## src/rtl/dmem_pkg.sv

```systemverilog
`default_nettype none
// ============================================================================
// Module   : dmem_pkg
// Purpose  : Shared constants for the DMEM arbiter slice. Holds the port
//            identifiers that tag read responses and the default data and
//            address widths that the arbiter and its users agree on.
// Contents : PORT_CORE / PORT_DBG - requester ids (pipeline / debug-DMA)
//            DEF_D_WIDTH          - default DMEM word width
//            DEF_A_WIDTH          - default DMEM word-address width
//            port_id_t            - one-bit requester id type
// Revision : 1.0 - initial release
// ============================================================================
package dmem_pkg;

    typedef logic port_id_t;

    localparam port_id_t PORT_CORE   = 1'b0;
    localparam port_id_t PORT_DBG    = 1'b1;

    localparam int       DEF_D_WIDTH = 8;
    localparam int       DEF_A_WIDTH = 8;

endpackage : dmem_pkg
`default_nettype wire

```

## src/rtl/dmem_arbiter.sv

```systemverilog
`default_nettype none
// ============================================================================
// Module   : dmem_arbiter
// Purpose  : Shares one single-port DMEM between the pipeline load/store
//            stage (port 0) and the debug/DMA loader (port 1). One access is
//            issued per cycle. Port 0 normally wins; port 1 is forced through
//            once it has been denied MAX_WAIT consecutive requesting cycles.
//            Read data comes back one cycle after the grant and is steered
//            only to the port that issued the read.
// Ports    : clk, rst                  - clock, synchronous active-high reset
//            reqN, weN, addrN, wdataN  - requester N access (N = 0, 1)
//            gntN                      - request accepted this cycle (comb.)
//            rvalidN, rdataN           - read response for requester N
//            mem_cs, mem_wen_ren,
//            mem_addr, mem_wdata       - DMEM command (1 = write, 0 = read)
//            mem_rdata                 - DMEM read data, one cycle latency
// Revision : 1.0 - initial release
// ============================================================================
module dmem_arbiter
    import dmem_pkg::*;
#(
    parameter int D_WIDTH  = DEF_D_WIDTH,
    parameter int A_WIDTH  = DEF_A_WIDTH,
    parameter int MAX_WAIT = 4
) (
    input  logic               clk,
    input  logic               rst,
    input  logic               req0,
    input  logic               we0,
    input  logic [A_WIDTH-1:0] addr0,
    input  logic [D_WIDTH-1:0] wdata0,
    input  logic               req1,
    input  logic               we1,
    input  logic [A_WIDTH-1:0] addr1,
    input  logic [D_WIDTH-1:0] wdata1,
    output logic               gnt0,
    output logic               gnt1,
    output logic               rvalid0,
    output logic [D_WIDTH-1:0] rdata0,
    output logic               rvalid1,
    output logic [D_WIDTH-1:0] rdata1,
    output logic               mem_cs,
    output logic               mem_wen_ren,
    output logic [A_WIDTH-1:0] mem_addr,
    output logic [D_WIDTH-1:0] mem_wdata,
    input  logic [D_WIDTH-1:0] mem_rdata
);

    localparam logic [3:0] c_MAX_WAIT = 4'(MAX_WAIT);

    logic [3:0] r_wait_cnt;
    logic       r_rd_pending;
    port_id_t   r_rd_owner;

    logic       w_force1;
    logic       w_gnt0;
    logic       w_gnt1;

    // Port 1 has lost c_MAX_WAIT requesting cycles in a row: it now
    // overrides the normal port-0 priority for exactly one grant.
    assign w_force1 = (r_wait_cnt == c_MAX_WAIT);

    // Grants are gated by rst so nothing reaches the DMEM during reset,
    // including the cycle in which reset is first raised.
    always_comb begin
        w_gnt0 = 1'b0;
        w_gnt1 = 1'b0;
        if (!rst) begin
            if (req1 && w_force1) begin
                w_gnt1 = 1'b1;
            end else if (req0) begin
                w_gnt0 = 1'b1;
            end else if (req1) begin
                w_gnt1 = 1'b1;
            end
        end
    end

    assign gnt0 = w_gnt0;
    assign gnt1 = w_gnt1;

    // Command mux: idle cycles drive an all-zero command.
    always_comb begin
        mem_cs      = w_gnt0 | w_gnt1;
        mem_wen_ren = 1'b0;
        mem_addr    = '0;
        mem_wdata   = '0;
        if (w_gnt1) begin
            mem_wen_ren = we1;
            mem_addr    = addr1;
            mem_wdata   = wdata1;
        end else if (w_gnt0) begin
            mem_wen_ren = we0;
            mem_addr    = addr0;
            mem_wdata   = wdata0;
        end
    end

    // Starvation counter plus one-deep read-response tag. A new tag is
    // loaded every cycle, so back-to-back reads from either port each get
    // their own response slot.
    always_ff @(posedge clk) begin
        if (rst) begin
            r_wait_cnt   <= 4'd0;
            r_rd_pending <= 1'b0;
            r_rd_owner   <= PORT_CORE;
        end else begin
            if (w_gnt1 || !req1) begin
                r_wait_cnt <= 4'd0;
            end else if (r_wait_cnt != c_MAX_WAIT) begin
                r_wait_cnt <= r_wait_cnt + 4'd1;
            end
            r_rd_pending <= (w_gnt0 && !we0) || (w_gnt1 && !we1);
            r_rd_owner   <= w_gnt1 ? PORT_DBG : PORT_CORE;
        end
    end

    // A response already in flight when reset rises is suppressed in that
    // same cycle rather than leaking out before the register clears.
    assign rvalid0 = r_rd_pending && !rst && (r_rd_owner == PORT_CORE);
    assign rvalid1 = r_rd_pending && !rst && (r_rd_owner == PORT_DBG);
    assign rdata0  = rvalid0 ? mem_rdata : '0;
    assign rdata1  = rvalid1 ? mem_rdata : '0;

endmodule : dmem_arbiter
`default_nettype wire

```

## config.mk

```make
export PLATFORM = sky130hd
export DESIGN_NAME = dmem_arbiter
export DESIGN_NICKNAME = d
export VERILOG_FILES = /design/src/rtl/dmem_pkg.sv /design/src/rtl/dmem_arbiter.sv
export SDC_FILE = /design/constraint.sdc
export NUM_CORES = 1
export LEC_CHECK = 0
export CAP_MARGIN = 10
export CORE_ASPECT_RATIO = 1.5
export CORE_UTILIZATION = 24
export CTS_CLUSTER_DIAMETER = 80
export DETAILED_ROUTE_END_ITERATION = 6
export MAX_ROUTING_LAYER = met4
export PLACE_DENSITY = 0.81
export SYNTH_ARGS = -nofsm -noshare
export SYNTH_HDL_FRONTEND = slang
export SYNTH_SLANG_ARGS = --single-unit
```

## constraint.sdc

```tcl
create_clock -name clk -period 2.4 [get_ports clk]
set_clock_uncertainty 0.15 [all_clocks]
set_input_delay 0.24 -clock clk [delete_from_list [all_inputs] [get_ports clk]]
set_output_delay 0.24 -clock clk [all_outputs]
set_load 0.02 [all_outputs]
```

# After elaboration in Yosys (flattened, before gate mapping)
# Cells that the tools add are included.
totals:
  regBits: 6
  latchBits: 0
  ramBits: 0
  romBits: 0
  inputBits: 46
  output_inout_bits: 38
  wordCells: 37
  n_memories: 0
classes:
  n_addsub: 1
  n_mul: 0
  div_mod_pow: 0
  order_cmp: 0
  eq_ne: 2
  n_shift: 0
  mux: 16
  bitwise: 2
  n_reduce_logical: 13
ops:
  columns: ["op", "count"]
  rows:
  - ["2-to-1 mux 8 bit", 6]
  - ["2-to-1 mux 1 bit", 10]
  - ["logical AND 1 bit", 6]
  - ["adder 4 x 1 -> 4 bit (second input constant)", 1]
  - ["equality test 4 x 3 -> 1 bit (second input constant)", 1]
  - ["zero test 1 bit", 4]
  - ["!= test 4 x 3 -> 1 bit (second input constant)", 1]
  - ["logical OR 1 bit", 2]
  - ["OR reduction 2 bit", 1]
  - ["inverter 1 bit", 1]
  - ["bitwise OR 1 bit", 1]

# Depth between registers and ports, before layout
logic_depth:
  word_depth: 6
  depth_mapped: 7
  ltp_nobuf: 5

# Least setup slack after synthesis
# No wires, ideal clock.
synth_timing:
  path_type: "flip-flop to output port"
  from: "register r_wait_cnt[0]"
  to: "output mem_addr[1]"
  arrival_ns: 1.556
  required_ns: 2.010
  setup_slack_ns: 0.454
  stages_incl_launch_ff: 7
  n_path_buf: 1
  cell_sequence: "dfxtp_1 > inv_1 > ha_1 > and3b_4 > a21oi_4 > buf_2 > a22o_1"
synth_via:
  elab_chain_cells: 6
  elab_cells_between_ends: 8
  classes_between: "1 x eq/ne; 6 x mux; 1 x reduce/logical"
synth_lines:
  columns: ["item", "line", "source"]
  rows:
  - ["from (decl)", "dmem_arbiter.sv:51", "logic [3:0] r_wait_cnt;"]
  - ["from (signal assigned)", "dmem_arbiter.sv:111", "r_wait_cnt <= r_wait_cnt + 4'd1;"]
  - ["equality test 4 x 3 -> 1 bit", "dmem_arbiter.sv:61", "assign w_force1 = (r_wait_cnt == c_MAX_WAIT);"]
  - ["logical AND 1 bit", "dmem_arbiter.sv:69", "if (req1 && w_force1) begin"]
  - ["2-to-1 mux 1 bit", "dmem_arbiter.sv:69", null]
  - ["2-to-1 mux 1 bit", "dmem_arbiter.sv:68", "if (!rst) begin"]
  - ["net gnt0", "dmem_arbiter.sv:36", "output logic gnt0,"]
  - ["2-to-1 mux 8 bit", "dmem_arbiter.sv:92", "end else if (w_gnt0) begin"]
  - ["2-to-1 mux 8 bit", "dmem_arbiter.sv:88", "if (w_gnt1) begin"]
  - ["to (decl)", "dmem_arbiter.sv:44", "output logic [A_WIDTH-1:0] mem_addr,"]
# The timed path passes the listed nets, and every way through them passes these cells.

# Worst setup path after layout
layout_timing:
  from: "input rst"
  to: "output rdata0[3]"
layout_via:
  elab_chain_cells: 4
layout_lines:
  columns: ["item", "line", "source"]
  rows:
  - ["from (decl)", "dmem_arbiter.sv:27", "input logic rst,"]
  - ["zero test 1 bit", "dmem_arbiter.sv:120", "assign rvalid0 = r_rd_pending && !rst && (r_rd_owner == PORT_CORE);"]
  - ["logical AND 1 bit (2 in series)", "dmem_arbiter.sv:120", null]
  - ["2-to-1 mux 8 bit", "dmem_arbiter.sv:122", "assign rdata0 = rvalid0 ? mem_rdata : '0;"]
  - ["to (decl)", "dmem_arbiter.sv:39", "output logic [D_WIDTH-1:0] rdata0,"]
# No other way between the ends.

==> parameters.txt <==
Parameter                              Value

Outcome
  Result of the run    completed

Die
  Vertical extent of the die    about 63 microns
  I/O Pins    84
  Die width    approximately 43 microns
  Number of placement rows    21
  Initial core utilization    between 20% and 30%
  Die Footprint    roughly 0.0027 sq mm
  Core area    ~0.0023 sq mm

Finish
  Area of combinational cells with multiple inputs    between 400 and 500 sq um
  Final cell area excluding filler cells    roughly 0.0014 sq mm
  Number of fill cells in the layout    about 210
  Share of layout cells above drive strength 1    between 15 and 20%
  N_diodes    0
  Relative area change from synthesis to final layout    139%
  Post-layout utilization of the core    61.9%
  Final cell count without fillers    180
  FF+latch area    around 120 sq um
  Nets    roughly 210

Power
  Part of the total power dissipated in the clock network    about a quarter
  Power share of the sequential group    about a quarter
  Switching power    between 0.1 and 0.15 mW
  Largest voltage drop on the vdd net    0.000169 V
  Power Density    ~280 mW/mm^2
  Leakage    0.671 nW
  Post-route total power    0.390 mW
  Fraction of power consumed by combinational cells    between 40 and 50%
  Int Pwr    around 0.27 mW
  Switching share of total power    about 30%

Route
  Antenna-violating nets left    0
  Total number of vias    around 870
  Starting DRC count in detailed routing    5
  Total Routed Length    about 2400 microns
  Wire length per cell    between 10 and 15 microns
  DRC errors left    0
  Post-detailed-route via-to-cell ratio    4.83
  Number of iterations in the first detailed-routing pass    2

Placement
  Worst slack at placement    -0.0370 ns
  RePlAce Congestion    0.767
  Cell area reported after detailed placement    approximately 0.0015 sq mm
  Number of buffer cells added on primary ports    83
  Count of placed standard cells including taps    177
  HPWL after detailed placement    2140 microns

Setup path
  Arrival time of the worst setup path    between 1.5 and 2 ns
  Register-to-Register Path Depth    6
  Worst-path maximum fanout    9
  Launching point of the worst reg2reg path    r_wait_cnt[1]
  Most numerous cell on the critical path    sky130_fd_sc_hd__clkdlybuf4s50_1
  Worst setup slack for register-to-register paths    0.73 ns
  Required time of the critical path    2.01 ns
  Type of origin of the critical path    input pin
  Critical Path, Cell by Cell    clkdlybuf4s50_1 -> nor3b_1 -> buf_4 -> and2_1 -> clkdlybuf4s50_1
  Maximum single-stage delay on the critical path    0.60 ns
  Crit path kind    input pin to output port
  Cell with the biggest individual delay on the critical path    sky130_fd_sc_hd__clkdlybuf4s50_1
  RR Endpoint    r_rd_pending
  Critical path endpoint category    output port

Timing
  RSZ-0062 raised after global routing    false
  Final worst slack    0.147 ns
  Highest Clock Rate    444 MHz
  Final worst hold slack    approximately 0.37 ns
  Max-slew violation count    0
  Slew headroom    84.4%
  Final Hold Viols    0
  Crit path time final    ~2.3 ns
  Slew @ Worst Pin    between 0.2 and 0.25 ns
  Count of endpoints failing setup in the final report    0
  Part of the cycle the worst path needs    93.9%
  Final TNS setup    0 ns

Clock network
  Library cell used as clock root buffer    sky130_fd_sc_hd__clkbuf_4
  Clk slew on worst S/H paths    roughly 0.04 ns
  CTS tree    built
  Maximum clock path buffer count    2
  Source-to-sink clock delay at the later pin of the worst-skew pair    about 0.25 ns
  Sinks on Clock Net    6
  Inserted Clock Buffers    3
  Depth of the CTS H-tree    1

Global route
  Remaining global-route overflow    0
  Via count of the first global-routing pass    960
  Pin count of the biggest net entering global routing    20
  Antenna violations before repair    0
  GRT Total Usage    between 10% and 20%
  Wire length of the first global-routing pass    3990 microns

Synth
  Cell area after synthesis    between 500 and 600 sq um
  Post-Synthesis Cells    just over 70
  Synthesized net count    between 100 and 150
  Post-synthesis average cell area    about 8.3 sq um
  Sequential share of the synthesized area    20.3%
  Number of warnings reported in the yosys synthesis log    0
  Post-synthesis cell type count    20
  Register bit total from synthesis    6

Hold path
  Number of instances on the worst hold path    2
  Worst hold endpoint    r_wait_cnt[0]
  Class of the tightest hold or removal check    flop to flop
  Worst hold path startpoint    r_wait_cnt[0]

Flow run
  Max cap viols    0
[registers in the layout, indices dropped and copies added (netlist names)]
register	flops
r_rd_owner	1
r_rd_pending	1
r_wait_cnt	4
[worst max-delay path, delay by kind of cell]
kind	cells	cell delay [ns]
buf+inv	3	1.25
simple gates	2	0.37
[cell families after synthesis]
logic type,after synthesis,synth area share [%]
fa+ha+maj,2,4.23
compound gates,21,32.8
mux,1,1.69
xor+xnor,1,1.48
flops,6,20.3
buf+inv,11,10.4
simple gates,29,29.2
[cells in the final DEF (no fill, tap or decap), types with 2 or more instances in the layout]
master / Yosys / layout
sky130_fd_sc_hd__inv_1: 7 / 7
sky130_fd_sc_hd__a22o_1: 18 / 18
sky130_fd_sc_hd__and2_1: 16 / 16
sky130_fd_sc_hd__buf_12: 0 / 2
sky130_fd_sc_hd__dlymetal6s2s_1: 0 / 2
sky130_fd_sc_hd__clkbuf_4: 0 / 3
sky130_fd_sc_hd__nor2_1: 7 / 7
sky130_fd_sc_hd__clkdlybuf4s50_1: 0 / 64
sky130_fd_sc_hd__ha_1: 2 / 2
sky130_fd_sc_hd__o211a_1: 2 / 2
sky130_fd_sc_hd__dfxtp_1: 6 / 6
sky130_fd_sc_hd__clkbuf_2: 0 / 17
sky130_fd_sc_hd__buf_4: 0 / 2
[timing repair]
item                       CTS  global route
gates cloned                 0             0
gates resized for setup     19            35
setup buffers                0             0
hold buffers                 0             0
setup endpoints to repair   17            21
[layout make-up]
cell class,count,share of cell area [%]
timing repair buffer,87,56.9
multi-input combinational,54,29.1
sequential,6,8.49
tap,23,2.03
inverter,7,1.86
clock buffer,3,1.59
[power groups by stage]
stage	Clock, mW	Combinational, mW	Sequential, mW
after global placement	0	0.207	0.105
after global routing	0.100	0.206	0.104
after detailed placement	0	0.210	0.105
after floorplan	0	0.0729	0.106
final	0.0940	0.192	0.104
after CTS	0.0951	0.199	0.104
[worst max path at each step]
stage                   from      endpoint  depth (start not counted)
2_1_floorplan  r_wait_cnt[0]   mem_addr[1]                          6
3_3_place_gp            req0  mem_wdata[6]                          6
3_5_place_dp            req0  mem_wdata[6]                          6
4_1_cts        r_wait_cnt[1]  mem_wdata[6]                          7
5_1_grt                  rst     rdata1[6]                          5
6_report                 rst     rdata0[3]                          5
[Yosys cell counts]
library cell,count,area share (%)
sky130_fd_sc_hd__nor2_1,7,4.4
sky130_fd_sc_hd__dfxtp_1,6,20
sky130_fd_sc_hd__nand2b_1,1,1.1
sky130_fd_sc_hd__and3b_4,1,2.1
sky130_fd_sc_hd__nor3b_1,1,1.3
sky130_fd_sc_hd__and2_1,16,17
sky130_fd_sc_hd__xnor2_1,1,1.5
sky130_fd_sc_hd__a21oi_4,1,2.7
sky130_fd_sc_hd__clkbuf_1,1,0.63
sky130_fd_sc_hd__inv_1,7,4.4
sky130_fd_sc_hd__or3b_1,1,1.5
sky130_fd_sc_hd__and3_1,1,1.1
sky130_fd_sc_hd__o211a_1,2,3.4
sky130_fd_sc_hd__buf_8,1,2.5
sky130_fd_sc_hd__mux2i_1,1,1.7
sky130_fd_sc_hd__a22o_1,18,27
sky130_fd_sc_hd__buf_6,1,1.9
sky130_fd_sc_hd__ha_1,2,4.2
sky130_fd_sc_hd__buf_2,1,0.84
sky130_fd_sc_hd__nand3_1,1,0.84
[routing by layer]
layer / global-route usage [%] / share of wire [%] / vias up
met3: 6.07 / 14 / 5
met1: 17.2 / 30 / 367
li1: - / - / 422
met2: 37.3 / 55 / 75
met4: 7.03 / 1.6 / 0
met5: - / 0 / -
Note: power is estimated with default switching activity, not from simulation.
